### config.mk
export PLATFORM = sky130hd
export DESIGN_NAME = regfile_seq
export DESIGN_NICKNAME = d
export VERILOG_FILES = /design/src/rtl/regfile_seq_pkg.sv /design/src/rtl/regfile_seq_dec.sv /design/src/rtl/regfile_seq.sv
export SDC_FILE = /design/constraint.sdc
export NUM_CORES = 1
export LEC_CHECK = 0
export CELL_PAD_IN_SITES_DETAIL_PLACEMENT = 1
export CELL_PAD_IN_SITES_GLOBAL_PLACEMENT = 2
export CORE_UTILIZATION = 35
export CTS_CLUSTER_SIZE = 14
export DETAILED_ROUTE_END_ITERATION = 7
export DONT_BUFFER_PORTS = 1
export PLACE_DENSITY = 0.73
export SLEW_MARGIN = 20
export SYNTH_ARGS = -nofsm -noshare
export SYNTH_HDL_FRONTEND = slang
export SYNTH_SLANG_ARGS = --single-unit
### constraint.sdc
create_clock -name ck -period 1.7 [get_ports ck]
set_clock_uncertainty 0.2 [all_clocks]
set_input_delay 0.255 -clock ck [delete_from_list [all_inputs] [get_ports ck]]
set_output_delay 0.255 -clock ck [all_outputs]
set_load 0.05 [all_outputs]
### src/rtl/regfile_seq_pkg.sv
// Shared opcode, ALU-code, FSM-state and instruction-layout definitions for regfile_seq.
// Latency: n/a (declarations only).
// Backpressure: n/a.
package regfile_seq_pkg;

    localparam logic [3:0] OP_NOP  = 4'd0;
    localparam logic [3:0] OP_ADD  = 4'd1;
    localparam logic [3:0] OP_SUB  = 4'd2;
    localparam logic [3:0] OP_AND  = 4'd3;
    localparam logic [3:0] OP_OR   = 4'd4;
    localparam logic [3:0] OP_XOR  = 4'd5;
    localparam logic [3:0] OP_MOV  = 4'd6;
    localparam logic [3:0] OP_HALT = 4'd7;

    localparam logic [2:0] ALU_ADD = 3'd0;
    localparam logic [2:0] ALU_SUB = 3'd1;
    localparam logic [2:0] ALU_AND = 3'd2;
    localparam logic [2:0] ALU_OR  = 3'd3;
    localparam logic [2:0] ALU_XOR = 3'd4;
    localparam logic [2:0] ALU_MOV = 3'd5;

    typedef enum logic [2:0] {
        ST_IDLE = 3'd0,
        ST_READ = 3'd1,
        ST_EXEC = 3'd2,
        ST_WB   = 3'd3,
        ST_HALT = 3'd4
    } state_t;

    typedef enum logic [1:0] {
        CL_NOP  = 2'd0,
        CL_ALU  = 2'd1,
        CL_HALT = 2'd2,
        CL_ILL  = 2'd3
    } op_class_t;

    typedef struct packed {
        logic [3:0] opcode;
        logic [2:0] rd;
        logic [2:0] rs1;
        logic [2:0] rs2;
        logic [2:0] rsvd;
    } instr_t;

    // Decoded fields kept for the lifetime of one instruction.
    typedef struct packed {
        logic [2:0] alu_op;
        logic       uses_rs2;
        logic       writes_rd;
        logic [2:0] rd;
        logic [2:0] rs1;
        logic [2:0] rs2;
    } meta_t;

endpackage

### src/rtl/regfile_seq_dec.sv
// Opcode decoder: classifies an opcode and derives ALU code and register usage.
// Latency: combinational.
// Backpressure: none.
module regfile_seq_dec
    import regfile_seq_pkg::*;
(
    input  logic [3:0] opcode,
    output op_class_t  op_class,
    output logic [2:0] alu_op,
    output logic       uses_rs2,
    output logic       writes_rd
);

    always_comb begin
        op_class  = CL_ILL;
        alu_op    = ALU_ADD;
        uses_rs2  = 1'b0;
        writes_rd = 1'b0;
        case (opcode)
            OP_NOP: op_class = CL_NOP;
            OP_ADD, OP_SUB, OP_AND, OP_OR, OP_XOR: begin
                op_class  = CL_ALU;
                alu_op    = opcode[2:0] - 3'd1;
                uses_rs2  = 1'b1;
                writes_rd = 1'b1;
            end
            OP_MOV: begin
                op_class  = CL_ALU;
                alu_op    = ALU_MOV;
                writes_rd = 1'b1;
            end
            OP_HALT: op_class = CL_HALT;
            default: ;
        endcase
    end

endmodule

### src/rtl/regfile_seq.sv
// Register-file sequencer: steps each instruction through READ/EXEC/WB driving selects and enables.
// Latency: ALU ops retire 4 cycles after transfer start (IDLE..WB), NOP 2 cycles, illegal flagged next cycle.
// Backpressure: instr_ready is high only in IDLE; HALT holds it low until reset.
module regfile_seq
    import regfile_seq_pkg::*;
#(
    parameter int CNT_W = 16
) (
    input  logic             ck,
    input  logic             res,
    input  logic [15:0]      instr,
    input  logic             instr_valid,
    output logic             instr_ready,
    output logic [2:0]       LSEL,
    output logic [2:0]       RSEL,
    output logic [2:0]       OSEL,
    output logic             LOUT,
    output logic             ROUT,
    output logic             OIN,
    output logic [2:0]       alu_op,
    output logic             alu_go,
    output logic             done,
    output logic             illegal,
    output logic             halted,
    output logic [CNT_W-1:0] retired
);

    instr_t    in_f;
    op_class_t dec_class;
    logic [2:0] dec_alu;
    logic      dec_rs2;
    logic      dec_wr;
    logic      xfer;
    logic      unused_bits;

    state_t    state;
    state_t    state_nxt;
    meta_t     meta_q;
    logic      ready_en;
    logic      ill_q;

    assign in_f        = instr_t'(instr);
    assign unused_bits = ^in_f.rsvd;
    assign xfer        = instr_ready & instr_valid;

    regfile_seq_dec u_dec (
        .opcode    (in_f.opcode),
        .op_class  (dec_class),
        .alu_op    (dec_alu),
        .uses_rs2  (dec_rs2),
        .writes_rd (dec_wr)
    );

    always_ff @(posedge ck or negedge res) begin
        if (!res) begin
            state <= ST_IDLE;
        end else begin
            state <= state_nxt;
        end
    end

    always_comb begin
        state_nxt = state;
        case (state)
            ST_IDLE: begin
                if (xfer) begin
                    case (dec_class)
                        CL_ALU:  state_nxt = ST_READ;
                        CL_NOP:  state_nxt = ST_WB;
                        CL_HALT: state_nxt = ST_HALT;
                        default: state_nxt = ST_IDLE;
                    endcase
                end
            end
            ST_READ: state_nxt = ST_EXEC;
            ST_EXEC: state_nxt = ST_WB;
            ST_WB:   state_nxt = ST_IDLE;
            ST_HALT: state_nxt = ST_HALT;
            default: state_nxt = ST_IDLE;
        endcase
    end

    // ready_en keeps instr_ready low while reset is held and until the first clock after release.
    always_ff @(posedge ck or negedge res) begin
        if (!res) begin
            meta_q   <= '0;
            ready_en <= 1'b0;
            ill_q    <= 1'b0;
            retired  <= '0;
        end else begin
            ready_en <= 1'b1;
            ill_q    <= xfer && (dec_class == CL_ILL);
            if (xfer) begin
                meta_q.alu_op    <= dec_alu;
                meta_q.uses_rs2  <= dec_rs2;
                meta_q.writes_rd <= dec_wr;
                meta_q.rd        <= in_f.rd;
                meta_q.rs1       <= in_f.rs1;
                meta_q.rs2       <= in_f.rs2;
            end
            if (state == ST_WB) begin
                retired <= retired + CNT_W'(1);
            end
        end
    end

    always_comb begin
        instr_ready = ready_en && (state == ST_IDLE);
        halted      = (state == ST_HALT);
        illegal     = ill_q;
        LSEL        = 3'd0;
        RSEL        = 3'd0;
        OSEL        = 3'd0;
        LOUT        = 1'b0;
        ROUT        = 1'b0;
        OIN         = 1'b0;
        alu_op      = 3'd0;
        alu_go      = 1'b0;
        done        = 1'b0;
        case (state)
            ST_READ: begin
                LOUT = 1'b1;
                LSEL = meta_q.rs1;
                ROUT = meta_q.uses_rs2;
                RSEL = meta_q.uses_rs2 ? meta_q.rs2 : 3'd0;
            end
            ST_EXEC: begin
                alu_go = 1'b1;
                alu_op = meta_q.alu_op;
            end
            ST_WB: begin
                done = 1'b1;
                OIN  = meta_q.writes_rd;
                OSEL = meta_q.writes_rd ? meta_q.rd : 3'd0;
            end
            default: ;
        endcase
    end

endmodule

== Word level (Yosys, flattened, before mapping) ==
Cells that the tools add are included.

* Register bits after elaboration: 35

* Bitwise gates (word level): 1
* Equal/unequal tests: 15
* Add/subtract/negate cells: 2
* Reductions and logical operators: 7
* Muxes and demuxes: 18

{| class="wikitable"
|+ Operator list
! cell !! number
|-
| 3-bit 2-to-1 mux || 7
|-
| 16-bit by 1-bit adder with 16-bit output, second input constant || 1
|-
| 4-bit by 3-bit equality test with 1-bit output, second input constant || 4
|-
| 3-bit one-hot mux with 4 select lines || 1
|-
| 3-bit one-hot mux with 3 select lines || 1
|-
| 4-bit by 2-bit equality test with 1-bit output, second input constant || 2
|-
| 1-bit 2-to-1 mux || 7
|-
| 3-bit by 2-bit equality test with 1-bit output, second input constant || 2
|-
| 2-bit one-hot mux with 3 select lines || 1
|-
| 3-bit one-hot mux with 2 select lines || 1
|-
| 6-bit OR reduction || 1
|-
| 5-bit OR reduction || 1
|-
| 2-bit equality test, second input constant || 2
|-
| 4-bit by 1-bit equality test with 1-bit output, second input constant || 1
|-
| 4-bit logical NOT || 1
|-
| 3-bit by 1-bit equality test with 1-bit output, second input constant || 1
|-
| 3-bit equality test, second input constant || 1
|-
| 3-bit logical NOT || 1
|-
| 3-bit by 1-bit subtractor with 3-bit output, second input constant || 1
|-
| 2-bit by 1-bit equality test with 1-bit output, second input constant || 1
|-
| 1-bit logical AND || 2
|-
| 2-bit logical NOT || 1
|-
| 2-bit inequality test, second input constant || 1
|-
| 1-bit AND || 1
|}

== Longest topological paths before layout ==
Gate-level depths: netlist of the first run.

* Depth in word-level cells: 7
* Depth in mapped cells: 6

== Hierarchy ==
From an unflattened synthesis of the first run, not the netlist that was laid out.

* Cell total of the unflattened synthesis: 158
* Area total of the unflattened synthesis: 1814.2 um^2

{| class="wikitable"
|+ Modules (own cells, without submodules)
! module !! cells an instance !! area an instance (um^2) !! instances
|-
| regfile_seq || 128 || 1609.0 || 1
|-
| regfile_seq_dec || 30 || 205.2 || 1
|}

== Worst setup path before layout of the first run ==
No wires, ideal clock.

* Path kind: register -> output
* From: register state[1]
* To: output RSEL[0]
* Path slack: -1.338 ns
* Arrival time: 2.583 ns
* Stages on the path, launching flop included: 4
* Buffers on the path: 1
* Required time: 1.245 ns
* Cell sequence: dfrtp_1 buf_4 nor3b_1 and3_1

* Word-level cells in the longest chain between the ends: 2

{| class="wikitable"
|+ RTL lines
! element !! RTL line !! RTL
|-
| start: declaration || regfile_seq.sv:36 || <nowiki>state_t state;</nowiki>
|-
| start signal: assignment || regfile_seq.sv:58 || <nowiki>state <= state_nxt;</nowiki>
|-
| 3-bit by 1-bit equality test with 1-bit output || regfile_seq.sv:120 || <nowiki>case (state)</nowiki>
|-
| 3-bit 2-to-1 mux || regfile_seq.sv:120 ||
|-
| end: declaration || regfile_seq.sv:15 || <nowiki>output logic [2:0] RSEL,</nowiki>
|}

Every way passes these cells.

== Worst setup path in the final report of the first run ==
* From: register state[2]
* To: output RSEL[0]

Same word-level chain as after synthesis.

==> impl_metrics.xml, run 1 <==
<?xml version="1.0" encoding="UTF-8"?>
<metrics>
  <group name="grt">
    <metric name="gr-total-overflow" unit="">0</metric>
    <metric name="grt_pass1_wl" unit="mm">8.04</metric>
    <metric name="grt_max_degree" unit="">36</metric>
    <metric name="antenna_found_initial" unit="">0</metric>
    <metric name="first_global_vias" unit="">1558</metric>
    <metric name="globalRouteTotalUtil" unit="%">20.8</metric>
  </group>
  <group name="finish">
    <metric name="insertedDiodeCount" unit="">0</metric>
    <metric name="fillCellCount" unit="">500</metric>
    <metric name="ratio_of_cells_with_drive_above_1_in_the_final_layout" unit="%">52.5</metric>
    <metric name="area.growth.synth_to_final" unit="%">54.9</metric>
    <metric name="layout_net_count" unit="">241</metric>
    <metric name="layout.cell_area.non_filler" unit="sq mm">0.00279</metric>
    <metric name="postLayoutCoreUtil" unit="%">57.5</metric>
  </group>
  <group name="synth">
    <metric name="ys_warn_count" unit="">0</metric>
    <metric name="synth.net_count" unit="">177</metric>
    <metric name="ys_async_sr_fraction" unit="%">100</metric>
    <metric name="synthesis.area" unit="sq mm">0.00180</metric>
    <metric name="yosys.cell_types.count" unit="">38</metric>
    <metric name="dominantRegCellSynth" unit="">sky130_fd_sc_hd__dfrtp_1</metric>
    <metric name="synthesis.instances" unit="">152</metric>
    <metric name="synth_sequential_area_ratio" unit="%">48.7</metric>
    <metric name="synth_enable_flop_cells" unit="">0</metric>
    <metric name="synthesis.area_per_instance" unit="sq um">11.8</metric>
    <metric name="ys_seq_elements" unit="">35</metric>
  </group>
  <group name="die">
    <metric name="core_area" unit="sq mm">0.00485</metric>
    <metric name="io-pin-count" unit="">55</metric>
    <metric name="die_area" unit="sq mm">0.00543</metric>
    <metric name="placement_rows" unit="">25</metric>
    <metric name="die_w" unit="um">73.7</metric>
    <metric name="initial_core_utilization" unit="%">37.1</metric>
    <metric name="die_y" unit="um">73.7</metric>
  </group>
  <group name="clocking">
    <metric name="worst_case_clock_buffer_depth" unit="">2</metric>
    <metric name="cts_htree_levels" unit="">2</metric>
    <metric name="tritoncts_clock_tree" unit="">yes</metric>
    <metric name="cts.clk_slew.worst_paths" unit="ns">0.07</metric>
    <metric name="root_buffer" unit="">sky130_fd_sc_hd__clkbuf_8</metric>
    <metric name="numClockSinks" unit="">35</metric>
    <metric name="source_to_sink_clock_delay_at_the_later_pin_of_the_worst_skew_pair" unit="ns">0.30</metric>
    <metric name="cts-buffers-inserted" unit="">5</metric>
  </group>
  <group name="timing">
    <metric name="timing_max_transition_violations_final" unit="">0</metric>
    <metric name="rsz0062_at_grt" unit="">yes</metric>
    <metric name="finalHoldViolations" unit="">0</metric>
    <metric name="clock.fmax" unit="MHz">515</metric>
    <metric name="worst_slack" unit="ns">-0.243</metric>
    <metric name="period_share" unit="%">114</metric>
    <metric name="time_the_worst_path_needs_with_i_o_delays_and_setup" unit="ns">1.94</metric>
    <metric name="totalNegativeSetupSlack" unit="ns">-4.39</metric>
    <metric name="finalSetupViolCount" unit="">34</metric>
  </group>
  <group name="worst_setup_path">
    <metric name="timing.critical_path.fanout_max" unit="">8</metric>
    <metric name="critPathRequiredTime" unit="ns">1.24</metric>
    <metric name="critPathLaunchType" unit="">flop</metric>
    <metric name="timing.reg2reg.worst_path_depth" unit="">6</metric>
    <metric name="worst_path_largest_cell_delay" unit="ns">0.41</metric>
    <metric name="worstSetupPathType" unit="">flop to output port</metric>
    <metric name="worstSetupEndpointType" unit="">output port</metric>
    <metric name="cp.arrival" unit="ns">1.49</metric>
    <metric name="critical_path.cell_chain" unit="">buf_6 &gt; nor3b_4 &gt; buf_6 &gt; and3_4 &gt; buf_12</metric>
    <metric name="cp_slowest_cell" unit="">sky130_fd_sc_hd__dfrtp_1</metric>
    <metric name="critical_path.most_common_cell" unit="">sky130_fd_sc_hd__buf_6</metric>
  </group>
  <group name="drt">
    <metric name="number_of_violations_reported_at_the_end_of_detailed_routing_iteration_0" unit="">16</metric>
    <metric name="count_of_vias_placed_by_the_detailed_router" unit="">1429</metric>
    <metric name="number_of_search_and_repair_iterations_in_the_first_detailed_routing_pass" unit="">4</metric>
    <metric name="detail-route-antenna-nets" unit="">0</metric>
    <metric name="wl_per_cell" unit="um">17.9</metric>
    <metric name="drt_wl_total" unit="mm">5.07</metric>
    <metric name="detail_route.drc_violations" unit="">0</metric>
    <metric name="avgViaCountPerCell" unit="">5.03</metric>
  </group>
  <group name="pwr">
    <metric name="power.total" unit="mW">4.26</metric>
    <metric name="cellPowerDensity" unit="mW/mm^2">1530</metric>
    <metric name="max-vdd-ir-drop" unit="V">0.000666</metric>
    <metric name="cellLeakagePower" unit="nW">1.28</metric>
  </group>
  <group name="placed_design">
    <metric name="placement.setup.worst_slack" unit="ns">-0.0697</metric>
    <metric name="place_area" unit="sq mm">0.00226</metric>
    <metric name="post-dp-hpwl" unit="mm">3.31</metric>
    <metric name="port-buffer-count" unit="">0</metric>
    <metric name="gpl.final_weighted_congestion" unit="">0.739</metric>
  </group>
  <group name="worst_hold_path">
    <metric name="holdPathStages" unit="">3</metric>
    <metric name="worst_min_delay_path_class" unit="">input port to flop</metric>
  </group>
  <group name="outcome">
    <metric name="failed_checks" unit="">negative setup slack</metric>
    <metric name="run_status" unit="">finished with violations</metric>
  </group>
  <group name="flow_run">
    <metric name="max-cap-violations" unit="">0</metric>
  </group>
</metrics>
==> placed cells by master (no fill, tap or decap), types with 3 or more instances in the layout <==
master | netlist | layout
sky130_fd_sc_hd__and2_2 | 0 | 4
sky130_fd_sc_hd__and3_1 | 13 | 3
sky130_fd_sc_hd__and3_4 | 0 | 10
sky130_fd_sc_hd__buf_12 | 0 | 8
sky130_fd_sc_hd__buf_4 | 1 | 30
sky130_fd_sc_hd__buf_6 | 3 | 10
sky130_fd_sc_hd__clkbuf_8 | 0 | 5
sky130_fd_sc_hd__dfrtp_1 | 35 | 23
sky130_fd_sc_hd__dfrtp_2 | 0 | 12
sky130_fd_sc_hd__dlygate4sd3_1 | 0 | 13
sky130_fd_sc_hd__ha_1 | 6 | 6
sky130_fd_sc_hd__inv_1 | 4 | 4
sky130_fd_sc_hd__mux2_4 | 9 | 9
sky130_fd_sc_hd__nand2_1 | 13 | 12
sky130_fd_sc_hd__nand4_1 | 3 | 3
sky130_fd_sc_hd__xnor2_1 | 13 | 11
==> metal layers <==
metal	track usage, %	vias up	share of wire [%]
li1	-	657	-
met1	22.2	738	39
met2	37.2	30	56
met3	6.17	4	3.3
met4	10.3	0	1.7
met5	0	-	0
==> worst max-delay path, delay by kind of cell (launching register included) <==
kind,cells,cell delay [ns]
buf+inv,3,0.42
flops,1,0.41
simple gates,2,0.37
==> synth_stat cells (all sizes together), types with 3 or more instances <==
| library cell | n | area (sq um) |
|---|---|---|
| and2 | 8 | 50.1 |
| and3 | 13 | 81.3 |
| buf | 5 | 46.3 |
| dfrtp | 35 | 876 |
| ha | 6 | 75.1 |
| inv | 4 | 15.0 |
| mux2 | 11 | 158 |
| nand2 | 14 | 55.1 |
| nand3 | 4 | 20.0 |
| nand4 | 3 | 18.8 |
| nor2 | 4 | 20.0 |
| o21ai | 4 | 20.0 |
| xnor2 | 13 | 114 |
| xor2 | 3 | 26.3 |
==> power breakdown <==
part | leakage [nW] | total, mW | internal (mW) | switching (mW)
sequential | 0.436 | 1.32 | 1.09 | 0.226
combinational | 0.776 | 2.04 | 0.916 | 1.12
clock | 0.0654 | 0.906 | 0.587 | 0.319
total | 1.28 | 4.26 | 2.59 | 1.67
==> stage by stage <==
step           hold slack [ns]  std cells
6_report                0.0650        284
5_1_grt                 0.0727        284
4_1_cts                 0.0610        279
3_5_place_dp            -0.239        250
3_3_place_gp            -0.240        250
2_1_floorplan           -0.241        152
==> cell type report <==
class | count | area [sq um] | share of cell area [%]
clock buffers | 6 | 72.6 | 2.60
flip-flops and latches | 35 | 891 | 32.0
multi-input cells | 107 | 1010 | 36.1
inverters | 4 | 15.0 | 0.539
clock inverters | 2 | 60.1 | 2.16
repair buffers | 63 | 658 | 23.6
well taps | 67 | 83.8 | 3.01
==> state kept, by name, summed over array words and instances (netlist names) <==
| register | flops |
|---|---|
| illegal | 1 |
| meta_q | 14 |
| ready_en | 1 |
| retired | 16 |
| state | 3 |
==> path summary, 6_finish.rpt <==
check / end / slack (ns) / startpoint
setup / recovery: RSEL[0] / -0.24 / state[2]$_DFFE_PN0P_
setup reg to reg: retired[6]$_DFFE_PN0P_ / -0.15 / state[2]$_DFFE_PN0P_
hold reg to reg: retired[14]$_DFFE_PN0P_ / 0.32 / retired[14]$_DFFE_PN0P_
hold / removal: state[2]$_DFFE_PN0P_ / 0.06 / instr[14]
min in group asynchronous: retired[15]$_DFFE_PN0P_ / 0.21 / res
max in group asynchronous: state[1]$_DFFE_PN0P_ / 0.88 / res
==> logic make-up after synthesis <==
logic type	Yosys count	synth area share, %
XOR/XNOR	16	7.79
adder cells (fa/ha/maj)	6	4.17
flip-flops	35	48.7
other	1	0.208
multiplexers	11	8.76
buffers and inverters	10	3.62
AO/OA/AOI/OAI	15	6.19
AND/OR/NAND/NOR	58	20.6
==> repair_timing <==
item	4_1_cts	5_1_grt
pin swaps	4	8
hold endpoints to repair	48	0
gates resized for setup	18	16
setup endpoints to repair	38	45
buffers inserted	7	5
hold buffers	14	0
No activity file was read; power rests on OpenSTA's default activity.
==> run 2, diff against run 1 <==
--- a/config.mk
+++ b/config.mk
@@ -5,13 +5,14 @@
 export SDC_FILE = /design/constraint.sdc
 export NUM_CORES = 1
 export LEC_CHECK = 0
+export ABC_AREA = 1
 export CELL_PAD_IN_SITES_DETAIL_PLACEMENT = 1
 export CELL_PAD_IN_SITES_GLOBAL_PLACEMENT = 2
-export CORE_UTILIZATION = 35
-export CTS_CLUSTER_SIZE = 14
+export CORE_UTILIZATION = 32
+export CTS_CLUSTER_SIZE = 8
 export DETAILED_ROUTE_END_ITERATION = 7
 export DONT_BUFFER_PORTS = 1
-export PLACE_DENSITY = 0.73
+export PLACE_DENSITY = 0.74
 export SLEW_MARGIN = 20
 export SYNTH_ARGS = -nofsm -noshare
 export SYNTH_HDL_FRONTEND = slang
==> impl_metrics.xml, run 2 <==
<?xml version="1.0" encoding="UTF-8"?>
<metrics>
  <group name="finish">
    <metric name="layout_net_count" unit="">323</metric>
    <metric name="leading_registers_by_flop_count" unit="">retired (16), meta_q (14), state (3)</metric>
    <metric name="ratio_of_cells_with_drive_above_1_in_the_final_layout" unit="%">43.8</metric>
    <metric name="insertedDiodeCount" unit="">0</metric>
    <metric name="largest_register" unit="">retired</metric>
    <metric name="largest_reg_flops" unit="">16</metric>
    <metric name="layout.cell_area.non_filler" unit="sq mm">0.00309</metric>
    <metric name="final_cell_mix" unit="">sky130_fd_sc_hd__nand2_1, sky130_fd_sc_hd__buf_4, sky130_fd_sc_hd__inv_1, sky130_fd_sc_hd__dfrtp_1, sky130_fd_sc_hd__nor2_4</metric>
    <metric name="final_common_cell" unit="">sky130_fd_sc_hd__nand2_1</metric>
    <metric name="layoutNonFillerInstCount" unit="">371</metric>
    <metric name="area.growth.synth_to_final" unit="%">66.5</metric>
  </group>
  <group name="timing">
    <metric name="time_the_worst_path_needs_with_i_o_delays_and_setup" unit="ns">1.88</metric>
    <metric name="timing_max_transition_violations_final" unit="">0</metric>
    <metric name="worst_case_headroom_to_the_max_slew_limit" unit="%">66.1</metric>
    <metric name="period_share" unit="%">111</metric>
    <metric name="finalHoldViolations" unit="">0</metric>
    <metric name="finalSetupViolCount" unit="">45</metric>
    <metric name="worstMarginPinSlew" unit="ns">0.508</metric>
    <metric name="final.hold.worst_slack" unit="ns">0.0146</metric>
    <metric name="rsz0062_at_grt" unit="">yes</metric>
    <metric name="clock.fmax" unit="MHz">532</metric>
    <metric name="worst_slack" unit="ns">-0.181</metric>
  </group>
  <group name="synth">
    <metric name="synthesis.instances" unit="">220</metric>
    <metric name="ys_async_sr_fraction" unit="%">100</metric>
    <metric name="synth.largest_area_cell" unit="">sky130_fd_sc_hd__dfrtp_1</metric>
    <metric name="synthesis.area" unit="sq mm">0.00186</metric>
    <metric name="synth_sequential_area_ratio" unit="%">47.2</metric>
    <metric name="synth.net_count" unit="">245</metric>
    <metric name="ys_warn_count" unit="">0</metric>
    <metric name="synth_top_cells_by_count" unit="">sky130_fd_sc_hd__nand2_1, sky130_fd_sc_hd__dfrtp_1, sky130_fd_sc_hd__inv_1, sky130_fd_sc_hd__nor2_1, sky130_fd_sc_hd__nand3_1</metric>
    <metric name="synth_enable_flop_cells" unit="">0</metric>
    <metric name="yosys.cell_types.count" unit="">30</metric>
    <metric name="synthTopCellsByArea" unit="">sky130_fd_sc_hd__dfrtp_1, sky130_fd_sc_hd__nand2_1, sky130_fd_sc_hd__inv_1, sky130_fd_sc_hd__nor2_1, sky130_fd_sc_hd__ha_1</metric>
    <metric name="synthDominantCellAreaShare" unit="%">47.2</metric>
    <metric name="synth_most_common_cell" unit="">sky130_fd_sc_hd__nand2_1</metric>
    <metric name="ys_seq_elements" unit="">35</metric>
    <metric name="synthesis.area_per_instance" unit="sq um">8.44</metric>
    <metric name="dominantRegCellSynth" unit="">sky130_fd_sc_hd__dfrtp_1</metric>
  </group>
  <group name="die">
    <metric name="io-pin-count" unit="">55</metric>
    <metric name="core_area" unit="sq mm">0.00554</metric>
    <metric name="die_y" unit="um">78.2</metric>
    <metric name="initial_core_utilization" unit="%">33.5</metric>
    <metric name="placement_rows" unit="">27</metric>
    <metric name="die_w" unit="um">78.2</metric>
    <metric name="die_area" unit="sq mm">0.00611</metric>
  </group>
  <group name="grt">
    <metric name="gr-total-overflow" unit="">0</metric>
    <metric name="globalRouteTotalUtil" unit="%">18.8</metric>
    <metric name="grt_max_degree" unit="">36</metric>
    <metric name="antenna_found_initial" unit="">0</metric>
    <metric name="first_global_vias" unit="">1867</metric>
    <metric name="grt_pass1_wl" unit="mm">8.77</metric>
  </group>
  <group name="worst_setup_path">
    <metric name="worstSetupEndpointType" unit="">output port</metric>
    <metric name="critPathCapture" unit="">LSEL[1]</metric>
    <metric name="critPathRequiredTime" unit="ns">1.24</metric>
    <metric name="crit-reg2reg-launch" unit="">state[0]$_DFFE_PN0P_</metric>
    <metric name="cp.arrival" unit="ns">1.43</metric>
    <metric name="worst_setup_path_startpoint" unit="">state[0]$_DFFE_PN0P_</metric>
    <metric name="worst-r2r-setup-slack" unit="ns">-0.12</metric>
    <metric name="reg2reg_to" unit="">meta_q[9]$_DFFE_PN0P_</metric>
    <metric name="timing.reg2reg.worst_path_depth" unit="">10</metric>
    <metric name="worstSetupPathType" unit="">flop to output port</metric>
    <metric name="critPathLaunchType" unit="">flop</metric>
    <metric name="timing.critical_path.fanout_max" unit="">8</metric>
  </group>
  <group name="pwr">
    <metric name="pwr-share-clk" unit="%">24.0</metric>
    <metric name="cellInternalPower" unit="mW">2.35</metric>
    <metric name="max-vdd-ir-drop" unit="V">0.000551</metric>
    <metric name="cellPowerDensity" unit="mW/mm^2">1260</metric>
    <metric name="netSwitchingFraction" unit="%">39.9</metric>
    <metric name="pwr-share-seq" unit="%">31.1</metric>
    <metric name="netSwitchingPower" unit="mW">1.56</metric>
    <metric name="cellLeakagePower" unit="nW">1.50</metric>
    <metric name="power_frac_comb" unit="%">44.9</metric>
    <metric name="power.total" unit="mW">3.91</metric>
  </group>
  <group name="placed_design">
    <metric name="post-dp-hpwl" unit="mm">3.46</metric>
    <metric name="place_area" unit="sq mm">0.00255</metric>
    <metric name="gpl.final_weighted_congestion" unit="">0.707</metric>
    <metric name="port-buffer-count" unit="">0</metric>
    <metric name="place.detailed.instances" unit="">331</metric>
  </group>
  <group name="clocking">
    <metric name="cts-buffers-inserted" unit="">5</metric>
    <metric name="worst_case_clock_buffer_depth" unit="">2</metric>
    <metric name="tritoncts_clock_tree" unit="">yes</metric>
    <metric name="numClockSinks" unit="">35</metric>
    <metric name="root_buffer" unit="">sky130_fd_sc_hd__clkbuf_8</metric>
    <metric name="cts.clk_slew.worst_paths" unit="ns">0.08</metric>
    <metric name="cts_htree_levels" unit="">2</metric>
    <metric name="source_to_sink_clock_delay_at_the_later_pin_of_the_worst_skew_pair" unit="ns">0.29</metric>
  </group>
  <group name="drt">
    <metric name="detail-route-antenna-nets" unit="">0</metric>
    <metric name="detail_route.drc_violations" unit="">0</metric>
    <metric name="wl_per_cell" unit="um">14.0</metric>
    <metric name="number_of_search_and_repair_iterations_in_the_first_detailed_routing_pass" unit="">4</metric>
    <metric name="count_of_vias_placed_by_the_detailed_router" unit="">1684</metric>
    <metric name="drt_wl_total" unit="mm">5.18</metric>
    <metric name="number_of_violations_reported_at_the_end_of_detailed_routing_iteration_0" unit="">33</metric>
    <metric name="avgViaCountPerCell" unit="">4.54</metric>
  </group>
  <group name="outcome">
    <metric name="failed_checks" unit="">negative setup slack</metric>
    <metric name="run_status" unit="">finished with violations</metric>
  </group>
  <group name="worst_hold_path">
    <metric name="holdPathStages" unit="">3</metric>
    <metric name="worst_min_delay_path_class" unit="">input port to flop</metric>
  </group>
  <group name="flow_run">
    <metric name="max-cap-violations" unit="">0</metric>
  </group>
</metrics>
run 2: changes by cell type after synthesis, moves of 6 or more:
cell                      previous run  this run
sky130_fd_sc_hd__nand2_1            13        54
sky130_fd_sc_hd__inv_1               4        35
sky130_fd_sc_hd__nor2_1              2        24
sky130_fd_sc_hd__and3_1             13         0
sky130_fd_sc_hd__mux2_4              9         0
sky130_fd_sc_hd__xnor2_1            13         4
sky130_fd_sc_hd__and2_1              8         0
sky130_fd_sc_hd__o21ai_1             0         6
run 2: kinds of logic (layout without fill, tap and decap cells):
kind of cell	count (synthesis)	in the layout	share of synthesized area (%)
simple gates	107	107	27.6
other cells	1	1	0.202
fa+ha+maj	6	6	4.04
buf+inv	40	119	8.83
compound gates	21	21	7.48
xor+xnor	10	10	4.72
flops	35	35	47.2
run 2: worst min path at each step:
stage | to | start | slack, ns
6_report | meta_q[13]$_DFFE_PN0P_ | instr[14] | 0.01
5_1_grt | meta_q[13]$_DFFE_PN0P_ | instr[14] | 0.06
4_1_cts | meta_q[11]$_DFFE_PN0P_ | instr_valid | 0.01
3_5_place_dp | retired[0]$_DFFE_PN0P_ | res | -0.24
3_3_place_gp | retired[0]$_DFFE_PN0P_ | res | -0.24
2_1_floorplan | illegal$_DFF_PN0_ | res | -0.24
run 2: power by group through the flow:
stage	clock (mW)	combinational (mW)	sequential (mW)
floorplan	0	0.875	1.27
global placement	0	1.28	1.22
detailed placement	0	1.31	1.24
CTS	0.944	1.66	1.21
global route	0.973	1.88	1.25
finish	0.937	1.75	1.21
run 2: final cells by class:
class | count | area, sq um
fill | 632 | 2450
tap | 72 | 90.1
multi-input combinational | 145 | 976
clock inverter | 3 | 67.6
timing repair buffer | 73 | 843
inverter | 38 | 158
sequential | 35 | 888
clock buffer | 5 | 68.8
run 2: layer usage:
metal / GRT usage, % / vias up / share of wire [%]
met2: 33.9 / 44 / 53
met5: 0 / - / 0
met1: 21.3 / 800 / 41
li1: - / 829 / -
met3: 5.00 / 11 / 4.4
met4: 6.11 / 0 / 2.4
run 2: timing repair:
action,4_1_cts,5_1_grt
setup buffers,13,10
resized for setup,25,7
endpoints found under the setup margin,19,46
hold buffers,11,0
pin swaps,6,4
endpoints found under the hold margin,44,0
run 2: stage by stage:
step	utilization [%]	TNS, ns	worst slack [ns]
CTS	54.1	-2.92	-0.174
global placement	46.0	0	0.0648
finish	55.8	-4.03	-0.181
detailed placement	46.0	0	0.00974
global route	55.8	-7.16	-0.244
floorplan	-	-2.79	-0.382
run 2: critical path, cell delays in order (launching register included):
cell	delay (ns)
sky130_fd_sc_hd__dfrtp_2	0.42
sky130_fd_sc_hd__inv_2	0.06
sky130_fd_sc_hd__nor3_4	0.24
sky130_fd_sc_hd__inv_4	0.14
sky130_fd_sc_hd__nor2_4	0.12
sky130_fd_sc_hd__buf_12	0.14
